[config.mk]
export PLATFORM = sky130hd
export DESIGN_NAME = uart_cfg_top
export DESIGN_NICKNAME = d
export VERILOG_FILES = /design/src/rtl/uart_pkg.sv /design/src/rtl/uart_baud_gen.sv /design/src/rtl/uart_cfg_top.sv
export SDC_FILE = /design/constraint.sdc
export NUM_CORES = 1
export LEC_CHECK = 0
export BUFFER_PORTS_ARGS = -buffer_cell sky130_fd_sc_hd__buf_4
export CAP_MARGIN = 15
export CORE_UTILIZATION = 30
export CTS_CLUSTER_SIZE = 16
export DETAILED_ROUTE_END_ITERATION = 10
export RECOVER_POWER = 25
export SETUP_SLACK_MARGIN = 0.1
export SKIP_CTS_REPAIR_TIMING = 1
export SLEW_MARGIN = 20
export SYNTH_ARGS = -nofsm -noshare
export SYNTH_HDL_FRONTEND = slang
export SYNTH_SLANG_ARGS = --single-unit
[constraint.sdc]
create_clock -name clk -period 2.5 [get_ports clk]
set_clock_uncertainty 0.1 [all_clocks]
set_input_delay 0.5 -clock clk [delete_from_list [all_inputs] [get_ports clk]]
set_output_delay 0.5 -clock clk [all_outputs]
set_load 0.01 [all_outputs]
[src/rtl/uart_pkg.sv]
// Shared types and constants for the configurable UART.
//   OVERSAMPLE : ticks per bit for start, data and parity bits
//   par_mode_t : parity selection as presented on the par_mode port
//   tx_state_t : transmitter FSM states
//   rx_state_t : receiver FSM states
package uart_pkg;

   localparam int OVERSAMPLE = 16;

   typedef enum logic [1:0] {
      PAR_NONE     = 2'b00,
      PAR_EVEN     = 2'b01,
      PAR_ODD      = 2'b10,
      PAR_NONE_ALT = 2'b11
   } par_mode_t;

   typedef enum logic [2:0] {
      TX_IDLE,
      TX_START,
      TX_DATA,
      TX_PARITY,
      TX_STOP
   } tx_state_t;

   typedef enum logic [2:0] {
      RX_IDLE,
      RX_START,
      RX_DATA,
      RX_PARITY,
      RX_STOP
   } rx_state_t;

   function automatic logic par_enabled(input par_mode_t mode);
      return (mode == PAR_EVEN) || (mode == PAR_ODD);
   endfunction

endpackage

[src/rtl/uart_baud_gen.sv]
// Oversampling tick generator.
//   clk    : system clock
//   rst    : asynchronous active-low reset
//   br_div : tick period minus one, in clk cycles
//   tick   : one-cycle pulse on the cycle the counter wraps
module uart_baud_gen
   import uart_pkg::*;
#(
   parameter int DIV_W = 11
) (
   input  logic             clk,
   input  logic             rst,
   input  logic [DIV_W-1:0] br_div,
   output logic             tick
);

   logic [DIV_W-1:0] cnt;

   // ">=" rather than "==" so a count already past a freshly lowered
   // divisor wraps immediately instead of rolling all the way round.
   assign tick = (cnt >= br_div);

   always_ff @(posedge clk or negedge rst) begin
      if (!rst) begin
         cnt <= '0;
      end else if (tick) begin
         cnt <= '0;
      end else begin
         cnt <= cnt + DIV_W'(1);
      end
   end

endmodule

[src/rtl/uart_cfg_top.sv]
// Configurable UART: baud tick generator plus independent TX and RX FSMs.
//   clk, rst   : system clock, asynchronous active-low reset
//   br_div     : tick period minus one (tick = 16x baud)
//   par_mode   : 00/11 none, 01 even, 10 odd
//   lb         : loopback, receiver fed from internal tx
//   tx_start   : send din (honoured only while idle)
//   din        : transmit data
//   tx         : serial out, idle high
//   tx_busy    : transmitter active
//   tx_done    : one-cycle pulse at end of stop bit
//   rx         : serial in, asynchronous
//   dout       : last received data
//   rx_done    : one-cycle pulse per received frame
//   parity_err : parity mismatch on last frame
//   frame_err  : stop bit sampled low on last frame
//
// TX states
//   state     | meaning
//   TX_IDLE   | line high, waiting for tx_start
//   TX_START  | start bit (0) for 16 ticks
//   TX_DATA   | data bits LSB first, 16 ticks each
//   TX_PARITY | parity bit for 16 ticks (skipped when parity off)
//   TX_STOP   | line high for SB_TICKS ticks, then tx_done
//
// RX states
//   state     | meaning
//   RX_IDLE   | waiting for a low line
//   RX_START  | line must still be low 8 ticks later (mid start bit)
//   RX_DATA   | sample each data bit every 16 ticks (mid bit)
//   RX_PARITY | sample parity bit
//   RX_STOP   | sample stop after SB_TICKS ticks, publish results
module uart_cfg_top
   import uart_pkg::*;
#(
   parameter int DBITS    = 8,
   parameter int SB_TICKS = 16,
   parameter int DIV_W    = 11
) (
   input  logic             clk,
   input  logic             rst,
   input  logic [DIV_W-1:0] br_div,
   input  logic [1:0]       par_mode,
   input  logic             lb,
   input  logic             tx_start,
   input  logic [DBITS-1:0] din,
   output logic             tx,
   output logic             tx_busy,
   output logic             tx_done,
   input  logic             rx,
   output logic [DBITS-1:0] dout,
   output logic             rx_done,
   output logic             parity_err,
   output logic             frame_err
);

   localparam int TC_MAX = (SB_TICKS > OVERSAMPLE) ? SB_TICKS : OVERSAMPLE;
   localparam int TC_W   = $clog2(TC_MAX);
   localparam int BC_W   = $clog2(DBITS);

   localparam logic [TC_W-1:0] TC_BIT  = TC_W'(OVERSAMPLE - 1);
   localparam logic [TC_W-1:0] TC_HALF = TC_W'(OVERSAMPLE / 2 - 1);
   localparam logic [TC_W-1:0] TC_STOP = TC_W'(SB_TICKS - 1);
   localparam logic [BC_W-1:0] BC_LAST = BC_W'(DBITS - 1);

   par_mode_t pm_in;
   logic      tick;

   assign pm_in = par_mode_t'(par_mode);

   uart_baud_gen #(
      .DIV_W (DIV_W)
   ) u_baud_gen (
      .clk    (clk),
      .rst    (rst),
      .br_div (br_div),
      .tick   (tick)
   );

   // ---------------------------------------------------------------- TX

   tx_state_t        tx_state, tx_state_nxt;
   logic [TC_W-1:0]  tx_tcnt, tx_tcnt_nxt;
   logic [BC_W-1:0]  tx_bcnt, tx_bcnt_nxt;
   logic [DBITS-1:0] tx_sr, tx_sr_nxt;
   logic             tx_par_en, tx_par_en_nxt;
   logic             tx_par_bit, tx_par_bit_nxt;
   logic             tx_done_nxt;
   logic             tx_tc;

   // Tick counters count down; a state ends on the tick seen at zero.
   assign tx_tc = tick && (tx_tcnt == '0);

   always_ff @(posedge clk or negedge rst) begin
      if (!rst) begin
         tx_state   <= TX_IDLE;
         tx_tcnt    <= '0;
         tx_bcnt    <= '0;
         tx_sr      <= '0;
         tx_par_en  <= 1'b0;
         tx_par_bit <= 1'b0;
         tx_done    <= 1'b0;
      end else begin
         tx_state   <= tx_state_nxt;
         tx_tcnt    <= tx_tcnt_nxt;
         tx_bcnt    <= tx_bcnt_nxt;
         tx_sr      <= tx_sr_nxt;
         tx_par_en  <= tx_par_en_nxt;
         tx_par_bit <= tx_par_bit_nxt;
         tx_done    <= tx_done_nxt;
      end
   end

   always_comb begin
      tx_state_nxt   = tx_state;
      tx_tcnt_nxt    = tx_tcnt;
      tx_bcnt_nxt    = tx_bcnt;
      tx_sr_nxt      = tx_sr;
      tx_par_en_nxt  = tx_par_en;
      tx_par_bit_nxt = tx_par_bit;
      tx_done_nxt    = 1'b0;

      if ((tx_state != TX_IDLE) && tick && (tx_tcnt != '0)) begin
         tx_tcnt_nxt = tx_tcnt - TC_W'(1);
      end

      case (tx_state)
         TX_IDLE: begin
            if (tx_start) begin
               tx_state_nxt   = TX_START;
               tx_tcnt_nxt    = TC_BIT;
               tx_sr_nxt      = din;
               tx_par_en_nxt  = par_enabled(pm_in);
               tx_par_bit_nxt = (^din) ^ (pm_in == PAR_ODD);
            end
         end
         TX_START: begin
            if (tx_tc) begin
               tx_state_nxt = TX_DATA;
               tx_tcnt_nxt  = TC_BIT;
               tx_bcnt_nxt  = BC_LAST;
            end
         end
         TX_DATA: begin
            if (tx_tc) begin
               tx_sr_nxt   = tx_sr >> 1;
               tx_tcnt_nxt = TC_BIT;
               if (tx_bcnt == '0) begin
                  tx_state_nxt = tx_par_en ? TX_PARITY : TX_STOP;
                  tx_tcnt_nxt  = tx_par_en ? TC_BIT : TC_STOP;
               end else begin
                  tx_bcnt_nxt = tx_bcnt - BC_W'(1);
               end
            end
         end
         TX_PARITY: begin
            if (tx_tc) begin
               tx_state_nxt = TX_STOP;
               tx_tcnt_nxt  = TC_STOP;
            end
         end
         TX_STOP: begin
            if (tx_tc) begin
               tx_state_nxt = TX_IDLE;
               tx_done_nxt  = 1'b1;
            end
         end
         default: begin
            tx_state_nxt = TX_IDLE;
         end
      endcase
   end

   always_comb begin
      tx = 1'b1;
      case (tx_state)
         TX_START:  tx = 1'b0;
         TX_DATA:   tx = tx_sr[0];
         TX_PARITY: tx = tx_par_bit;
         default:   tx = 1'b1;
      endcase
   end

   assign tx_busy = (tx_state != TX_IDLE);

   // ---------------------------------------------------------------- RX

   logic [1:0] sync;
   logic       rx_line;

   // Loopback is selected ahead of the synchroniser so both paths see
   // identical latency.
   always_ff @(posedge clk or negedge rst) begin
      if (!rst) begin
         sync <= 2'b11;
      end else begin
         sync <= {sync[0], (lb ? tx : rx)};
      end
   end

   assign rx_line = sync[1];

   rx_state_t        rx_state, rx_state_nxt;
   logic [TC_W-1:0]  rx_tcnt, rx_tcnt_nxt;
   logic [BC_W-1:0]  rx_bcnt, rx_bcnt_nxt;
   logic [DBITS-1:0] rx_sr, rx_sr_nxt;
   logic             rx_par_en, rx_par_en_nxt;
   logic             rx_par_odd, rx_par_odd_nxt;
   logic             rx_perr, rx_perr_nxt;
   logic [DBITS-1:0] dout_nxt;
   logic             parity_err_nxt, frame_err_nxt, rx_done_nxt;
   logic             rx_tc;

   assign rx_tc = tick && (rx_tcnt == '0);

   always_ff @(posedge clk or negedge rst) begin
      if (!rst) begin
         rx_state   <= RX_IDLE;
         rx_tcnt    <= '0;
         rx_bcnt    <= '0;
         rx_sr      <= '0;
         rx_par_en  <= 1'b0;
         rx_par_odd <= 1'b0;
         rx_perr    <= 1'b0;
         dout       <= '0;
         parity_err <= 1'b0;
         frame_err  <= 1'b0;
         rx_done    <= 1'b0;
      end else begin
         rx_state   <= rx_state_nxt;
         rx_tcnt    <= rx_tcnt_nxt;
         rx_bcnt    <= rx_bcnt_nxt;
         rx_sr      <= rx_sr_nxt;
         rx_par_en  <= rx_par_en_nxt;
         rx_par_odd <= rx_par_odd_nxt;
         rx_perr    <= rx_perr_nxt;
         dout       <= dout_nxt;
         parity_err <= parity_err_nxt;
         frame_err  <= frame_err_nxt;
         rx_done    <= rx_done_nxt;
      end
   end

   always_comb begin
      rx_state_nxt   = rx_state;
      rx_tcnt_nxt    = rx_tcnt;
      rx_bcnt_nxt    = rx_bcnt;
      rx_sr_nxt      = rx_sr;
      rx_par_en_nxt  = rx_par_en;
      rx_par_odd_nxt = rx_par_odd;
      rx_perr_nxt    = rx_perr;
      dout_nxt       = dout;
      parity_err_nxt = parity_err;
      frame_err_nxt  = frame_err;
      rx_done_nxt    = 1'b0;

      if ((rx_state != RX_IDLE) && tick && (rx_tcnt != '0)) begin
         rx_tcnt_nxt = rx_tcnt - TC_W'(1);
      end

      case (rx_state)
         RX_IDLE: begin
            if (!rx_line) begin
               rx_state_nxt = RX_START;
               rx_tcnt_nxt  = TC_HALF;
            end
         end
         RX_START: begin
            if (rx_tc) begin
               if (!rx_line) begin
                  rx_state_nxt   = RX_DATA;
                  rx_tcnt_nxt    = TC_BIT;
                  rx_bcnt_nxt    = BC_LAST;
                  rx_par_en_nxt  = par_enabled(pm_in);
                  rx_par_odd_nxt = (pm_in == PAR_ODD);
                  rx_perr_nxt    = 1'b0;
               end else begin
                  // Glitch: drop back without touching any result.
                  rx_state_nxt = RX_IDLE;
               end
            end
         end
         RX_DATA: begin
            if (rx_tc) begin
               rx_sr_nxt   = {rx_line, rx_sr[DBITS-1:1]};
               rx_tcnt_nxt = TC_BIT;
               if (rx_bcnt == '0) begin
                  rx_state_nxt = rx_par_en ? RX_PARITY : RX_STOP;
                  rx_tcnt_nxt  = rx_par_en ? TC_BIT : TC_STOP;
               end else begin
                  rx_bcnt_nxt = rx_bcnt - BC_W'(1);
               end
            end
         end
         RX_PARITY: begin
            if (rx_tc) begin
               rx_perr_nxt  = rx_line ^ (^rx_sr) ^ rx_par_odd;
               rx_state_nxt = RX_STOP;
               rx_tcnt_nxt  = TC_STOP;
            end
         end
         RX_STOP: begin
            if (rx_tc) begin
               dout_nxt       = rx_sr;
               parity_err_nxt = rx_par_en & rx_perr;
               frame_err_nxt  = !rx_line;
               rx_done_nxt    = 1'b1;
               rx_state_nxt   = RX_IDLE;
            end
         end
         default: begin
            rx_state_nxt = RX_IDLE;
         end
      endcase
   end

endmodule

# == Word-level counts from Yosys, hierarchy flattened ==
# Cells that the tools add are included.
# totals
regBits,66
latchBits,0
ram_bits,0
romBits,0
mem_count,0
# classes
n_addsub,5
multipliers,0
div_mod_pow,0
n_lt_le_gt_ge,1
n_eq_ne,25
shifts,0
n_mux,50
bitwise,5
n_reduce_logical,36
# ops
operator,n
3-bit two-way mux,21
4-bit two-way mux,8
"2-bit != test, second input constant",15
3-bit one-hot mux with 5 select lines,2
8-bit two-way mux,2
8-bit one-hot mux with 2 select lines,1
8-bit XOR reduction,2
"3-bit by 2-bit equality test with 1-bit output, second input constant",4
3-bit logical NOT,4
3-bit one-hot mux with 2 select lines,2
4-bit one-hot mux with 3 select lines,1
6-bit AND reduction,2
"11-bit by 1-bit adder with 11-bit output, second input constant",1
11-bit greater-or-equal comparator,1
11-bit two-way mux,1
4-bit logical NOT,2
1-bit two-way mux,8
4-bit one-hot mux with 2 select lines,1
4-bit AND reduction,2
2-bit nonzero test,4
4-bit nonzero test,2
"4-bit by 1-bit subtractor with 4-bit output, second input constant",2
"3-bit by 1-bit equality test with 1-bit output, second input constant",2
"3-bit equality test, second input constant",2
other kinds (18),30

# == Depth between registers and ports, before layout ==
# depth
depth_word,7
ltp_mapped,10
ltp_nobuf,8

# == Cells and area by module ==
# From an unflattened synthesis, not the netlist that was laid out.
# hier_totals
hier_cells,335
area_unflattened_um2,3562.2
# modules_own_cells
module,instances,cells_per_inst,area_each_um2
uart_cfg_top,1,254,2807.7
uart_baud_gen,1,81,754.5

# == Worst setup path before layout ==
# No wires, ideal clock.
# synth_path
kind,in2reg
startpoint,in br_div[10]
endpoint,reg rx_sr[0]
setup_time_ps,125
t_arrival_ps,2182
required_time_ps,2275
setup_slack_ps,93
cell_stages,9
path_cell_list,inv_1 > ha_1 > nand4_1 > nor3_2 > a21oi_2 > a21oi_4 > and2_1 > buf_4 > mux2_2
# synth_between
elab_chain_len,3
# synth_rtl
item,line,rtl
start: declaration,uart_cfg_top.sv:41,"input logic [DIV_W-1:0] br_div,"
11-bit greater-or-equal comparator,uart_baud_gen.sv:21,assign tick = (cnt >= br_div);
1-bit logical AND,uart_cfg_top.sv:213,assign rx_tc = tick && (rx_tcnt == '0);
2-bit AND reduction (no source line),--,
end signal: assignment,uart_cfg_top.sv:232,rx_sr <= rx_sr_nxt;
end: declaration,uart_cfg_top.sv:205,"logic [DBITS-1:0] rx_sr, rx_sr_nxt;"
# Every way passes these cells.
# A chain may end at the register's enable or synchronous reset.

# == Worst setup path in the final report ==
# layout_path
startpoint,reg u_baud_gen.cnt[9]
endpoint,reg rx_bcnt[2]
# layout_between
elab_chain_len,4
elab_cells_between_ends,5
# layout_rtl
item,line,rtl
start: declaration,uart_baud_gen.sv:17,logic [DIV_W-1:0] cnt;
start signal: assignment,uart_baud_gen.sv:29,cnt <= cnt + DIV_W'(1);
11-bit greater-or-equal comparator (*),uart_baud_gen.sv:21,
1-bit logical AND (*),uart_cfg_top.sv:213,
2-bit != test (no source line),--,
5-bit AND reduction (no source line) (*),--,
end signal: assignment,uart_cfg_top.sv:231,rx_bcnt <= rx_bcnt_nxt;
end: declaration,uart_cfg_top.sv:204,"logic [BC_W-1:0] rx_bcnt, rx_bcnt_nxt;"
# Every way passes the cells marked *; elsewhere a longest branch is shown, timed or not.

==> flow_summary.yaml <==
run_status:
  status: "finished, final reports clean"
final_layout:
  areaGrowthSynthToFinish_pct: 28.17
  layout.core_utilization: 0.3976
  post_route_cells_drive_above_1_share: 0.2854
  antennaDiodeCount: 0
  filler_cell_count: 1103
  nNetsFinal: 451
power:
  swShare: 0.3172
  cellLeakagePower_nw: 2.126
  internal_power_w: 0.002667
  switching_power_w: 0.001239
  cellPowerDensity_nw_per_um2: 856.8
  combPwrFrac: 0.261
  ir_drop_uv: 437.0
  share_of_power_burned_in_registers: 0.400
  power.share.clock: 0.339
sta:
  setup_ws_ps: 85.20
  max_slew_margin: 0.2948
  tightestPinTransition_ps: 1058
  maxClockFrequency_ghz: 0.4141
  finalCriticalPeriod_ps: 2415
  hold-worst-slack_ps: 257.1
  timing_hold_violations_final: 0
  setup_tns_ps: 0
  grt_setup_unrepaired: "yes"
  timing.final.max_slew_violations: 0
  setup-violations-final: 0
  timing.final.crit_share: 0.9659
global_routing:
  globalRouteTotalUtil: 0.1214
  grt_pass1_wl_microns: 12090
  pin_count_of_the_biggest_net_entering_global_routing: 40
  grt_antenna_before_repair: 0
  final_global_route_overflow_total: 0
  grt_pass1_vias: 2648
critical_path:
  cpMaxStageDelayCell: "sky130_fd_sc_hd__a2111oi_4"
  cp-end-kind: "register"
  critical_path_source_type: "register"
  critical_path_required_ps: 2600
  worst-path-max-fanout: 3
  arrival_ps: 2520
  critPathKind: "reg2reg"
  timing.critical_path.cells: "ha_1, nand4_1, nor3_2, a21o_2, nor2_2, a2111oi_4, mux2_2"
  critPathMaxStageDelay_ps: 420
route:
  routed-via-count: 2634
  drcViolationCount: 0
  viasPerCell: 4.763
  drt_first_iter_violations: 123
  wirelength_microns: 7102
  avgRoutedWirePerCell_microns: 12.84
  remaining_number_of_nets_flagged_by_the_antenna_check_after_routing: 0
  drt_first_pass_iters: 4
synth:
  yosys_top_cell_area_share: 0.4502
  synth_cell_types: 46
  postSynthRegisterBits: 66
  synth_edf_count: 0
  synthArstFlopShare: 1.000
  netlist_top_cells_area: "sky130_fd_sc_hd__dfrtp_1, sky130_fd_sc_hd__mux2_2, sky130_fd_sc_hd__ha_1"
  syn-num-nets: 390
  seq_area_frac_synth: 0.4650
  synth_top_flop_cell: "sky130_fd_sc_hd__dfrtp_1"
  synthesized_netlist_cell_count: 345
  synth.avg_cell_area_sq_um: 10.31
  synthesis.yosys.warnings: 0
  netlist_area_sq_um: 3557
  synth_top_cell_by_area: "sky130_fd_sc_hd__dfrtp_1"
floorplan:
  floorplan.die.height_microns: 110.9
  num_rows: 39
  floorplan.die.width_microns: 110.9
  fp.dieArea_sq_um: 12300
  core_area_sq_um: 11470
  boundaryPins: 40
  start_util: 0.3102
clock_tree:
  path_clk_slew_ps: 60
  clk_latency_ps: 320
  tritoncts: "yes"
  cts_root_buf: "sky130_fd_sc_hd__clkbuf_16"
  cts_num_sinks: 66
  number_of_clock_buffers_inserted_by_tritoncts: 9
  htreeDepth: 3
  clockBufferDepth: 2
run:
  cap_viol_max_count: 0
place:
  dp_hpwl_microns: 5088
  place.gp.congestion: 0.8209
  placement.setup.worst_slack_ps: -273.5
  port_buffers: 39
worst_hold_path:
  hold_path.class: "reg2reg"
[registers in the layout, indices dropped and copies added, names as in the netlist, 2 cells and up]
| register | count |
|---|---|
| tx_bcnt | 3 |
| rx_state | 3 |
| rx_sr | 8 |
| u_baud_gen.cnt | 11 |
| rx_tcnt | 4 |
| tx_state | 3 |
| tx_tcnt | 4 |
| tx_sr | 8 |
| rx_bcnt | 3 |
| sync | 2 |
| dout | 8 |
[cell usage in the layout, fill, tap and decap left out, types with 3 or more instances in the layout]
cell	synthesis	layout
sky130_fd_sc_hd__a21oi_1	16	14
sky130_fd_sc_hd__a21oi_2	1	3
sky130_fd_sc_hd__and3_1	5	5
sky130_fd_sc_hd__buf_4	2	56
sky130_fd_sc_hd__clkbuf_16	0	9
sky130_fd_sc_hd__dfrtp_1	64	64
sky130_fd_sc_hd__ha_1	19	18
sky130_fd_sc_hd__inv_1	31	31
sky130_fd_sc_hd__mux2_2	24	15
sky130_fd_sc_hd__mux2_4	0	9
sky130_fd_sc_hd__nand2_1	28	27
sky130_fd_sc_hd__nand2b_1	5	5
sky130_fd_sc_hd__nand3_1	13	13
sky130_fd_sc_hd__nor2_1	24	24
sky130_fd_sc_hd__o21a_1	8	8
sky130_fd_sc_hd__o21ai_0	14	13
sky130_fd_sc_hd__o22a_1	7	7
sky130_fd_sc_hd__o311ai_0	3	3
sky130_fd_sc_hd__or3_1	3	3
sky130_fd_sc_hd__xnor2_1	20	20
sky130_fd_sc_hd__xor2_1	10	10
[through the flow]
step	cells	cell area (sq um)	power, W
after floorplan	345	3557	0.002219
after detailed placement	534	4140	0.002558
after global placement	534	4140	0.002527
final	553	4559	0.003907
after CTS	549	4449	0.003908
after global routing	553	4559	0.004166
[area by class of cell]
class	instances	area (sq um)	share of cell area
clock buffers	11	232.7	0.05104
well taps	143	178.9	0.03924
inverters	31	116.4	0.02552
repair buffers	61	488.0	0.1070
multi-input cells	237	1813	0.3976
flip-flops and latches	66	1654	0.3628
clock inverters	4	76.32	0.01674
[critical path, delay by kind of cell, from the launching register on]
kind | cells | cell delay (ps)
fa+ha+maj | 1 | 300
simple gates | 3 | 470
flops | 1 | 400
mux | 1 | 380
compound gates | 2 | 630
[final timing paths]
check / slack [ps] / start / to / cells after the start
setup reg to reg: 90 / u_baud_gen.cnt[9] / rx_bcnt[2] / 7
setup / recovery: 90 / u_baud_gen.cnt[9] / rx_bcnt[2] / 7
max in group asynchronous: 1270 / rst / sync[0] / 2
hold reg to reg: 260 / sync[0] / sync[1] / 0
min in group asynchronous: 270 / rst / u_baud_gen.cnt[9] / 1
hold / removal: 260 / sync[0] / sync[1] / 0
[routing by layer]
layer,vias up,share of wire,track usage
li1,1317,-,-
met1,1247,0.47,0.1532
met2,66,0.49,0.2029
met3,4,0.037,0.02843
met4,0,0.0096,0.04267
met5,-,0,0
[Yosys cell counts (5+ instances only)]
cell type / number
sky130_fd_sc_hd__clkbuf_1: 9
sky130_fd_sc_hd__o22a_1: 7
sky130_fd_sc_hd__nand2b_1: 5
sky130_fd_sc_hd__dfrtp_1: 64
sky130_fd_sc_hd__and3_1: 5
sky130_fd_sc_hd__o21ai_0: 14
sky130_fd_sc_hd__xor2_1: 10
sky130_fd_sc_hd__nand2_1: 28
sky130_fd_sc_hd__xnor2_1: 20
sky130_fd_sc_hd__o21a_1: 8
sky130_fd_sc_hd__ha_1: 19
sky130_fd_sc_hd__nand3_1: 13
sky130_fd_sc_hd__mux2_2: 24
sky130_fd_sc_hd__nor2_1: 24
sky130_fd_sc_hd__inv_1: 31
sky130_fd_sc_hd__a21oi_1: 16
[power by group through the flow]
| stage | registers, W | logic (W) | clock network (W) |
|---|---|---|---|
| floorplan | 0.00146 | 0.000758 | 0 |
| global placement | 0.00157 | 0.000957 | 0 |
| detailed placement | 0.00157 | 0.000985 | 0 |
| CTS | 0.00156 | 0.000989 | 0.00136 |
| global route | 0.00160 | 0.00117 | 0.00140 |
| finish | 0.00156 | 0.00102 | 0.00133 |
[cell families (layout without fill, tap and decap cells)]
logic type,count (synthesis),in the layout,synth area share
XOR/XNOR,30,30,0.07387
buffers and inverters,42,107,0.04643
AO/OA/AOI/OAI,68,68,0.1386
multiplexers,27,27,0.08477
AND/OR/NAND/NOR,93,93,0.1245
flip-flops,66,66,0.4650
adder cells (fa/ha/maj),19,19,0.06683
No activity file was read; power rests on OpenSTA's default activity.
